$ cat src/rtl/mux_scan_pkg.sv
// Shared types and constants for the 4:1 mux scan controller.
// Holds the FSM state encoding and channel/select dimensions.
package mux_scan_pkg;

    localparam int NUM_CH = 4;
    localparam int SEL_W  = 2;

    typedef enum logic [1:0] {
        IDLE   = 2'd0,
        SETTLE = 2'd1,
        DONE   = 2'd2
    } state_t;

    // Last channel of a scan; its sample completes the word.
    function automatic logic is_last_ch(input logic [SEL_W-1:0] ch);
        return (ch == SEL_W'(NUM_CH - 1));
    endfunction

    // Merge one sampled bit into the partial scan word at position ch.
    function automatic logic [NUM_CH-1:0] merge_bit(
        input logic [NUM_CH-1:0] word,
        input logic [SEL_W-1:0]  ch,
        input logic              bit_in
    );
        logic [NUM_CH-1:0] mask;
        mask = NUM_CH'(1) << ch;
        return bit_in ? (word | mask) : (word & ~mask);
    endfunction

endpackage

$ cat src/rtl/mux_scan_ctrl_settle_timer.sv
// Settle counter for the scan controller: counts while enabled, and flags
// terminal count when the current select value has been held long enough.
module settle_timer
    import mux_scan_pkg::*;
#(
    parameter int SETTLE_CYCLES = 2,
    parameter int CNT_W         = 4
) (
    input  logic clk_i,
    input  logic rst_ni,
    input  logic clr,
    input  logic en,
    output logic tc
);

    logic [CNT_W-1:0] cnt_r;

    assign tc = (cnt_r == CNT_W'(SETTLE_CYCLES - 1));

    // Counter wraps to zero at terminal count so the next channel starts fresh.
    always_ff @(posedge clk_i) begin
        if (!rst_ni) begin
            cnt_r <= '0;
        end else if (clr) begin
            cnt_r <= '0;
        end else if (en) begin
            if (tc) begin
                cnt_r <= '0;
            end else begin
                cnt_r <= cnt_r + CNT_W'(1);
            end
        end else begin
            cnt_r <= cnt_r;
        end
    end

endmodule

$ cat src/rtl/mux_scan_ctrl.sv
// Scan controller for the 4:1 select mux: walks channels 0..3, samples the
// mux after a settle period, and hands the 4-bit word out via valid/ready.
module mux_scan_ctrl
    import mux_scan_pkg::*;
#(
    parameter int SETTLE_CYCLES = 2,
    parameter int CNT_W         = 4
) (
    input  logic       clk_i,
    input  logic       rst_ni,
    input  logic       start_i,
    input  logic       cont_i,
    input  logic       mux_out_i,
    output logic       sel0_o,
    output logic       sel1_o,
    output logic       busy_o,
    output logic [3:0] data_o,
    output logic       valid_o,
    input  logic       ready_i
);

    state_t             state_r;
    logic [SEL_W-1:0]   ch_r;
    logic [NUM_CH-1:0]  work_r;
    logic [NUM_CH-1:0]  data_r;
    logic               valid_r;
    logic               busy_r;
    logic               tc_s;
    logic               timer_clr_s;
    logic               timer_en_s;
    logic [NUM_CH-1:0]  capture_s;

    // The timer only runs in SETTLE; anywhere else it is held at zero so a
    // fresh scan always starts with a full settle period.
    assign timer_en_s  = (state_r == SETTLE);
    assign timer_clr_s = (state_r != SETTLE);
    assign capture_s   = merge_bit(work_r, ch_r, mux_out_i);

    settle_timer #(
        .SETTLE_CYCLES (SETTLE_CYCLES),
        .CNT_W         (CNT_W)
    ) u_settle_timer (
        .clk_i  (clk_i),
        .rst_ni (rst_ni),
        .clr    (timer_clr_s),
        .en     (timer_en_s),
        .tc     (tc_s)
    );

    // Scan FSM with channel index, partial word and output registers.
    always_ff @(posedge clk_i) begin
        if (!rst_ni) begin
            state_r <= IDLE;
            ch_r    <= '0;
            work_r  <= '0;
            data_r  <= '0;
            valid_r <= 1'b0;
            busy_r  <= 1'b0;
        end else begin
            case (state_r)
                IDLE: begin
                    ch_r <= '0;
                    if (start_i) begin
                        state_r <= SETTLE;
                        work_r  <= '0;
                        busy_r  <= 1'b1;
                    end else begin
                        state_r <= IDLE;
                        busy_r  <= 1'b0;
                    end
                end
                SETTLE: begin
                    if (tc_s) begin
                        work_r <= capture_s;
                        if (is_last_ch(ch_r)) begin
                            // data_o only ever sees a completed word.
                            data_r  <= capture_s;
                            valid_r <= 1'b1;
                            state_r <= DONE;
                        end else begin
                            ch_r <= ch_r + SEL_W'(1);
                        end
                    end else begin
                        state_r <= SETTLE;
                    end
                end
                DONE: begin
                    if (ready_i) begin
                        valid_r <= 1'b0;
                        ch_r    <= '0;
                        if (cont_i) begin
                            state_r <= SETTLE;
                            work_r  <= '0;
                        end else begin
                            state_r <= IDLE;
                            busy_r  <= 1'b0;
                        end
                    end else begin
                        state_r <= DONE;
                    end
                end
                default: begin
                    state_r <= IDLE;
                    ch_r    <= '0;
                    work_r  <= '0;
                    valid_r <= 1'b0;
                    busy_r  <= 1'b0;
                end
            endcase
        end
    end

    assign sel0_o  = ch_r[0];
    assign sel1_o  = ch_r[1];
    assign busy_o  = busy_r;
    assign data_o  = data_r;
    assign valid_o = valid_r;

endmodule

$ cat config.mk
export PLATFORM = sky130hd
export DESIGN_NAME = mux_scan_ctrl
export DESIGN_NICKNAME = d
export VERILOG_FILES = /design/src/rtl/mux_scan_pkg.sv /design/src/rtl/mux_scan_ctrl_settle_timer.sv /design/src/rtl/mux_scan_ctrl.sv
export SDC_FILE = /design/constraint.sdc
export NUM_CORES = 1
export LEC_CHECK = 0
export CORE_ASPECT_RATIO = 0.9
export CORE_MARGIN = 4
export CORE_UTILIZATION = 50
export DETAILED_ROUTE_END_ITERATION = 12
export PLACE_DENSITY_LB_ADDON = 0.3
export SLEW_MARGIN = 0
export SYNTH_ARGS = -nofsm -noshare
export SYNTH_HDL_FRONTEND = slang
export SYNTH_SLANG_ARGS = --single-unit
export TNS_END_PERCENT = 10
$ cat constraint.sdc
create_clock -name clk_i -period 1.65 [get_ports clk_i]
set_input_delay 0.495 -clock clk_i [delete_from_list [all_inputs] [get_ports clk_i]]
set_output_delay 0.495 -clock clk_i [all_outputs]
set_load 0.05 [all_outputs]
Word-level counts from Yosys, hierarchy flattened

Index checks and enable logic that the tools add are counted.

Shift-type cells: 1
Reduce and logical (&&, ||, !) cells: 7
Add/subtract/negate cells: 2
Equal/unequal tests: 13
Muxes and demuxes: 25
Bitwise logic cells: 6

Operators with widths:

| kind                  | count |
|---|---|
| $mux W4               | 6 |
| $mux W2               | 6 |
| $ne A2 B2 Y1 const B  | 6 |
| $pmux W4 S3           | 1 |
| $reduce_and A3 Y1     | 3 |
| $mux W1               | 8 |
| $reduce_and A4 Y1     | 2 |
| $pmux W1 S3           | 2 |
| $pmux W2 S3           | 1 |
| $add A4 B1 Y4 const B | 1 |
| $and A4 B4 Y4         | 1 |
| $eq A2 B2 Y1 const B  | 2 |
| $eq A4 B1 Y1 const B  | 1 |
| $ne A2 B1 Y1 const B  | 2 |
| $not A4 Y4            | 1 |
| $or A4 B4 Y4          | 1 |
| $pmux W2 S2           | 1 |
| $shl A1 B2 Y4 const A | 1 |
| $ne A3 B2 Y1 const B  | 1 |
| $not A1 Y1            | 3 |
| $add A2 B1 Y2 const B | 1 |
| $eq A2 B1 Y1 const B  | 1 |
| $logic_not A2 Y1      | 1 |
| $reduce_or A2 Y1      | 1 |

Input bits: 6
Logic and storage cells: 61
Output and inout port bits: 8
Register bits after elaboration: 18

Logic depth before layout (Yosys ltp)

Gate-level depths: netlist of the first run.

Depth in word-level cells: 6
Depth in mapped cells: 6
Mapped depth without buffers: 5

Cells and area by module

From an unflattened synthesis of the first run, not the netlist that was laid out.

Cells, all modules: 91
Area total of the unflattened synthesis: 929.6 sq um

Modules (own cells, without submodules):

| module        | times used | sequential area each (sq um) | cells each | area each (sq um) |
|---|---|---|---|---|
| mux_scan_ctrl | 1          | 260.2                        | 72         | 763.2 |
| settle_timer  | 1          | 80.1                         | 19         | 166.4 |

Worst setup path after synthesis of the first run

OpenSTA, ideal clock, no wires.

Path kind: register to register
Start point: register ch_r[0]
End point: register data_r[0], in the netlist data_o[0]
Data required time: 1.521 ns
Stages on the path, launching flop included: 6
Clock period less this slack: 1.579 ns
Library setup time: 0.129 ns
Slack: 0.071 ns
Arrival time: 1.450 ns
Buffers on the path: 0
Path through: dfxtp_1 inv_1 ha_1 mux2_2 nand2_1 o21ai_0

Word-level cells in the longest chain between the ends: 4
Elaborated cells between the ends (all ways): 7
Classes of those cells: eq/ne: 1; shift: 1; mux: 1; bitwise: 3; reduce/logical: 1

RTL lines:

| what                     | RTL line            | source |
|---|---|---|
| start: declaration       | mux_scan_ctrl.sv:23 | `logic [SEL_W-1:0] ch_r;` |
| start signal: assignment | mux_scan_ctrl.sv:81 | `ch_r <= ch_r + SEL_W'(1);` |
| $shl A1 B2 Y4            | mux_scan_pkg.sv:26  | `mask = NUM_CH'(1) << ch;` |
| $not A4 Y4               | mux_scan_pkg.sv:27  | `return bit_in ? (word \| mask) : (word & ~mask);` |
| $and A4 B4 Y4            | mux_scan_pkg.sv:27  |  |
| $mux W4                  | mux_scan_pkg.sv:27  |  |
| end signal: assignment   | mux_scan_ctrl.sv:77 | `data_r <= capture_s;` |
| end: declaration         | mux_scan_ctrl.sv:25 | `logic [NUM_CH-1:0] data_r;` |

Several ways; a longest one is shown, not always the timed one.
A chain may end at the register's enable or synchronous reset.

Final worst setup path of the first run

Start point: register ch_r[0]
End point: register data_r[3], in the netlist data_o[3]

Same word-level chain as after synthesis.

==> results.py, run 1 <==
metrics = {
    "final_layout": {
        "nets": 125,
        "area_growth_pct": 31.26,
        "n_antenna_cell": 0,
        "design_area_mm2": 0.001135,
        "drive_above_1_share_pct": 20.18,
    },
    "floorplanning": {
        "die_area_mm2": 0.002459,
        "core_mm2": 0.001529,
        "rows": 13,
        "die_w_um": 51.83,
        "chipHeight_um": 47.45,
        "initial_utilization_pct": 56.55,
        "num_io_pins": 14,
    },
    "synth": {
        "yosys.area.top_type": "dfxtp_1",
        "synth.top_cells.by_area": "dfxtp_1 39%, ha_1 5.8%, o21ai_0 5.2%",
        "yosysTopAreaCellShare_pct": 39.36,
        "syn_inst": 98,
        "netlist_area_um2": 864.6,
        "ys_ff_latch": 17,
        "yosys.cell_types.count": 33,
        "ys_warn_count": 0,
        "synth_area_per_cell_um2": 8.822,
        "synthesis.nets": 108,
        "seq_area_frac_synth_pct": 39.36,
    },
    "worst_hold_path": {
        "whs_endpoint": "work_r[0]",
        "min-delay-start": "work_r[0]",
        "hold-path-cell-count": 2,
        "min_path_type": "reg -> reg",
    },
    "place": {
        "port_buffers": 13,
        "hpwl_um": 1503,
        "gp_congestion": 0.7570,
        "placed_area_mm2": 0.001107,
        "pre_cts_ws_ps": -164.9,
    },
    "pwr": {
        "switching_power_uw": 187.5,
        "ir_drop_uv": 713.1,
        "power_uw": 739.7,
        "clkPwrFrac_pct": 30.1,
        "comb_power_share_pct": 12.3,
        "switching_share_pct": 25.34,
        "p_leak_nw": 0.4418,
        "sequentialPowerShare_pct": 57.6,
        "p_int_uw": 552.2,
        "power.density_mw_per_mm2": 651.8,
    },
    "routing": {
        "wirelength_um": 1968,
        "post-route-drc-count": 0,
        "dr.pass1.iters": 4,
        "vias_per_cell": 5.735,
        "drt_iter0_drc": 22,
        "dr_total_vias": 780,
        "wire_per_inst_um": 14.47,
        "postRouteAntennaNets": 0,
    },
    "clocking": {
        "clock_latency_ps": 290,
        "cts_setup_buffers": 0,
        "path_clk_slew_ps": 110,
        "cts_tree": "done",
        "cts_buffers": 3,
        "cts_resized": 0,
        "cts_root_buf": "clkbuf_4",
        "cts.path.max_buffers": 2,
        "htree_levels": 1,
        "holdBufCountCts": 0,
        "clock-sinks": 17,
    },
    "timing": {
        "rsz0062_at_grt": "no",
        "setup_tns_ps": 0,
        "fin_crit_sh_pct": 93.98,
        "worstMarginPinSlew_ps": 359.9,
        "finalCriticalPeriod_ps": 1551,
        "slew_violations": 0,
        "setup_viol": 0,
        "fmax_mhz": 644.9,
        "hold_viol_final": 0,
        "setup_slack_ps": 99.28,
        "skew_ps": 11.66,
        "slew_headroom_pct": 75.94,
    },
    "grt": {
        "antenna_found_initial": 0,
        "grt_pass1_vias": 748,
        "grt_usage_pct": 18.46,
        "grt_max_degree": 13,
        "grt_pass1_wl_um": 3256,
        "grt_overflow_total": 0,
    },
    "critical_path": {
        "r2r_slack_ps": 100,
        "cp_data_required_time_ps": 1820,
        "crit_fanout": 10,
        "path_class": "reg -> reg",
        "critPathArrivalTime_ps": 1720,
        "worstSetupStartpointType": "register",
        "reg2reg_to": "data_o[3]",
        "worstReg2RegStart": "ch_r[0]",
        "endpoint_kind": "register",
        "reg2reg_depth": 4,
    },
    "outcome": {
        "outcome": "complete, no violations",
    },
    "flow_run": {
        "cap_violations": 0,
    },
}
## critical path, stage by stage (launching register included)
cell and delay [ps]:
dfxtp_1 510, ha_1 330, nand3_1 320, nand3_1 180
o21ai_0 100
## cell type report
| cell class | count | area (um^2) |
|---|---|---|
| Clock buffer | 3 | 22.52 |
| Sequential cell | 17 | 340.3 |
| Clock inverter | 1 | 5.005 |
| Timing Repair Buffer | 17 | 240.2 |
| Tap cell | 22 | 27.53 |
| Inverter | 5 | 18.77 |
| Multi-Input combinational cell | 71 | 480.5 |
| Fill cell | 126 | 394.1 |
## placed cells by master (no fill, tap or decap), types with 2 or more instances in the layout
| cell | Yosys | final |
|---|---|---|
| nor2b_1 | 3 | 3 |
| inv_1 | 5 | 5 |
| nand2b_1 | 3 | 3 |
| and3_1 | 2 | 2 |
| o211ai_1 | 3 | 3 |
| nand3_1 | 6 | 6 |
| o21ai_0 | 9 | 9 |
| clkbuf_4 | 0 | 3 |
| mux2_2 | 3 | 3 |
| buf_4 | 1 | 4 |
| clkdlybuf4s50_1 | 0 | 5 |
| a31oi_1 | 2 | 2 |
| xor2_1 | 2 | 2 |
| buf_12 | 0 | 8 |
| ha_1 | 4 | 4 |
| nand2_1 | 9 | 9 |
| a21oi_1 | 2 | 2 |
| nor2_1 | 7 | 7 |
| a21boi_0 | 2 | 2 |
| dfxtp_1 | 17 | 17 |
## registers in the layout, summed over array words and instances, names as in the netlist
signal                cells
state_r                   2
valid_o                   1
ch_r                      2
busy_o                    1
u_settle_timer.cnt_r      4
work_r                    3
data_o                    4
## logic make-up (layout without fill, tap and decap cells)
family	after synthesis	in the layout	share of synthesized area (%)
AO/OA/AOI/OAI	25	25	19.10
multiplexers	3	3	3.907
adder cells (fa/ha/maj)	4	4	5.789
XOR/XNOR	2	2	2.026
flip-flops	17	17	39.36
AND/OR/NAND/NOR	37	37	24.75
buffers and inverters	10	26	5.066
## worst max-delay path by stage
stage / from / to / cells after the start
floorplan: ch_r[0] / data_o[0] / 5
global placement: start_i / work_r[2] / 5
detailed placement: start_i / work_r[1] / 5
CTS: ch_r[0] / data_o[3] / 4
global route: ch_r[0] / data_o[2] / 4
finish: ch_r[0] / data_o[3] / 4
## synth_stat cells, drive strengths merged
cell,n
nand2b,3
nand3,6
or3,1
dfxtp,17
nor4,1
clkbuf,2
o32ai,1
buf,3
nor2b,3
mux2,3
a21boi,3
ha,4
nand4,1
o211ai,3
o21ai,10
a32o,1
nor4b,1
nand2,9
xor2,2
or4b,1
inv,5
a21o,1
nor2,8
a31oi,2
and2,1
a21oi,2
o22ai,1
and3,2
o31ai,1
## routing by layer
| metal | global-route usage (%) | wire [um] | part of all wire, % | vias up |
|---|---|---|---|---|
| li1 | - | - | - | 380 |
| met1 | 21.90 | 864 | 44 | 362 |
| met2 | 32.58 | 956 | 49 | 32 |
| met3 | 3.738 | 113 | 5.7 | 6 |
| met4 | 8.901 | 33 | 1.7 | 0 |
| met5 | 0 | 0 | 0 | - |
## power groups by stage
stage	Sequential (mW)	Clock, mW	Combinational [mW]
5_1_grt	0.427	0.249	0.0973
6_report	0.426	0.223	0.0909
4_1_cts	0.425	0.226	0.0906
3_5_place_dp	0.435	0	0.0898
2_1_floorplan	0.436	0	0.0499
3_3_place_gp	0.434	0	0.0866
## metrics by stage
step,instances,util [%],hold slack (ps)
final,136,74.22,512.0
after global routing,136,74.22,528.6
after CTS,136,74.22,516.7
after detailed placement,132,72.42,495.1
after global placement,132,72.42,465.6
after floorplan,98,-,448.0
(Power assumes the default switching activity.)
==> run 2, diff against run 1 <==
--- a/config.mk
+++ b/config.mk
@@ -5,9 +5,10 @@
 export SDC_FILE = /design/constraint.sdc
 export NUM_CORES = 1
 export LEC_CHECK = 0
+export ABC_AREA = 1
 export CORE_ASPECT_RATIO = 0.9
 export CORE_MARGIN = 4
-export CORE_UTILIZATION = 50
+export CORE_UTILIZATION = 51
 export DETAILED_ROUTE_END_ITERATION = 12
 export PLACE_DENSITY_LB_ADDON = 0.3
 export SLEW_MARGIN = 0
==> run 2 against run 1 <==
  * Clock power is 2% higher
  * Worst hold slack worse by 30 ps
  * Worst setup slack improved by 95 ps
  * Highest routed layer unchanged
  * Core utilization fell by 4.0 points
  * Sequential cell count unchanged
  * Sequential share of layout area is 1.2 points lower
  * Routed wire length fell by 3.8%
  * Final area rose by 4.1%
==> results.py, run 2 <==
metrics = {
    "outcome": {
        "outcome": "complete, no violations",
    },
    "final_layout": {
        "fillers": 138,
        "design_area_mm2": 0.001181,
        "multi_input_area_um2": 491.7,
        "drive_above_1_share_pct": 20.57,
        "final_cell_mix": "30 x nand2_1, 17 x dfxtp_1, 15 x nor2_1",
        "nets": 152,
        "seqCellArea_um2": 340.3,
        "n_antenna_cell": 0,
        "final_util_pct": 70.24,
        "final_common_cell": "nand2_1",
        "area_growth_pct": 28.61,
    },
    "routing": {
        "wire_per_inst_um": 11.48,
        "wirelength_um": 1894,
        "dr_total_vias": 832,
        "dr.pass1.iters": 5,
        "vias_per_cell": 5.042,
        "drt_iter0_drc": 18,
        "post-route-drc-count": 0,
        "postRouteAntennaNets": 0,
    },
    "critical_path": {
        "crit_slowest_cell": "dfxtp_1",
        "critPathArrivalTime_ps": 960,
        "worstSetupStartpointType": "register",
        "r2r_slack_ps": 280,
        "cp_data_required_time_ps": 1150,
        "reg2reg_depth": 8,
        "worstReg2RegStart": "ch_r[0]",
        "path_class": "reg -> out",
        "endpoint_kind": "output port",
        "path_buf_inv": 1,
        "crit_chain": "buf_12",
        "critPathMaxStageDelay_ps": 480,
        "cpLargestDelayFamily": "flip-flops",
        "reg2reg_to": "work_r[2]",
        "crit_fanout": 5,
    },
    "grt": {
        "grt_usage_pct": 17.55,
        "grt_pass1_vias": 743,
        "antenna_found_initial": 0,
        "grt_max_degree": 12,
        "grt_overflow_total": 0,
        "grt_pass1_wl_um": 3153,
    },
    "synth": {
        "yosys.cell_types.count": 21,
        "synth_top_family_by_area": "simple AND/OR/NAND/NOR gates",
        "ys_warn_count": 0,
        "ys_async_sr_fraction_pct": 0,
        "netlist_area_um2": 918.4,
        "synth_area_per_cell_um2": 7.406,
        "synthMostInstantiatedCell": "nand2_1",
        "yosysTopAreaCellShare_pct": 37.06,
        "synth_edf_count": 0,
        "synth.top_cells.by_area": "dfxtp_1 37%, nand2_1 12%, nor2_1 6.1%",
        "synth_compound_area_share_pct": 7.493,
        "synth-xor-area-share_pct": 0,
        "ys_ff_latch": 17,
        "seq_area_frac_synth_pct": 37.06,
        "synth_adder_area_share_pct": 5.450,
        "syn_inst": 124,
        "synthMuxAreaShare_pct": 0,
        "ys.flop_type": "dfxtp_1",
        "yosys.area.top_type": "dfxtp_1",
        "yosys.area_share.simple_pct": 40.60,
        "synth_common_cells": "30 x nand2_1, 17 x dfxtp_1, 15 x nor2_1",
        "synthesis.nets": 134,
    },
    "clocking": {
        "clock_latency_ps": 300,
        "cts_tree": "done",
        "cts_root_buf": "clkbuf_4",
        "cts_buffers": 3,
        "clock-sinks": 17,
        "holdBufCountCts": 0,
        "htree_levels": 1,
        "cts_setup_buffers": 0,
        "path_clk_slew_ps": 100,
        "cts.path.max_buffers": 2,
        "cts_resized": 0,
    },
    "pwr": {
        "switching_power_uw": 235.3,
        "clkPwrFrac_pct": 28.2,
        "p_int_uw": 575.1,
        "comb_power_share_pct": 18.0,
        "power_uw": 810.4,
        "p_leak_nw": 0.5157,
        "power.density_mw_per_mm2": 686.1,
        "sequentialPowerShare_pct": 53.8,
        "ir_drop_uv": 454.2,
        "switching_share_pct": 29.04,
    },
    "timing": {
        "setup_tns_ps": 0,
        "rsz0062_at_grt": "no",
        "skew_ps": 10.47,
        "fin_crit_sh_pct": 88.22,
        "worstMarginPinSlew_ps": 340.2,
        "setup_viol": 0,
        "fmax_mhz": 687.0,
        "hold_viol_final": 0,
        "slew_violations": 0,
        "hold_slack_ps": 482.3,
        "slew_headroom_pct": 77.29,
        "finalCriticalPeriod_ps": 1456,
    },
    "floorplanning": {
        "initial_utilization_pct": 54.61,
        "chipHeight_um": 48.26,
        "num_io_pins": 14,
        "die_area_mm2": 0.002544,
        "rows": 14,
        "core_mm2": 0.001682,
        "die_w_um": 52.73,
    },
    "flow_run": {
        "cap_violations": 0,
    },
    "worst_hold_path": {
        "min_path_type": "reg -> reg",
        "min-delay-start": "u_settle_timer.cnt_r[0]",
        "whs_endpoint": "u_settle_timer.cnt_r[0]",
        "hold-path-cell-count": 1,
    },
    "place": {
        "placed_area_mm2": 0.001151,
        "gp_congestion": 0.8220,
        "hpwl_um": 1500,
        "port_buffers": 13,
    },
}
run 2: cell types whose count changed in the layout (fill, tap and decap cells not counted), moves of 4 or more:
cell,previous run,this run
o21ai_0,9,3
nand2_4,0,4
nor2_1,7,15
inv_2,0,4
nand2_1,9,30
a21oi_1,2,9
inv_1,5,13
run 2: worst max path at each step:
| stage | from | end | slack, ps | cells past startpoint |
|---|---|---|---|---|
| 6_report | ch_r[1] | sel1_o | 190 | 1 |
| 5_1_grt | ch_r[0] | work_r[0] | 130 | 9 |
| 4_1_cts | ch_r[1] | sel1_o | 170 | 1 |
| 3_5_place_dp | ready_i | ch_r[1] | 40 | 6 |
| 3_3_place_gp | cont_i | work_r[1] | 80 | 7 |
| 2_1_floorplan | ch_r[0] | work_r[0] | 140 | 8 |
run 2: layout make-up:
class	instances	area share (%)
Tap cell	24	2.542
Multi-Input combinational cell	88	41.63
Timing Repair Buffer	15	19.07
Inverter	17	5.403
Sequential cell	17	28.81
Clock inverter	1	0.6356
Clock buffer	3	1.907
run 2: cell families after synthesis:
family / count (synthesis)
AND/OR/NAND/NOR: 71
AO/OA/AOI/OAI: 13
buffers and inverters: 19
adder cells (fa/ha/maj): 4
flip-flops: 17
run 2: power by group through the flow:
stage	logic, mW	clock network [mW]	registers, mW
CTS	0.146	0.241	0.436
finish	0.146	0.228	0.436
detailed placement	0.146	0	0.445
global route	0.163	0.258	0.438
global placement	0.143	0	0.445
floorplan	0.0936	0	0.451
run 2: routing by layer:
layer,vias up,part of all wire [%],track usage (%)
met5,-,0,0
met4,0,0.69,7.143
met3,2,4.5,6.422
met2,17,46,27.72
met1,380,49,22.00
li1,433,-,-
run 2: stage by stage:
step | instances | setup slack, ps
2_1_floorplan | 124 | 144.8
3_3_place_gp | 161 | 80.21
3_5_place_dp | 161 | 43.65
4_1_cts | 165 | 171.4
5_1_grt | 165 | 131.1
6_report | 165 | 194.4
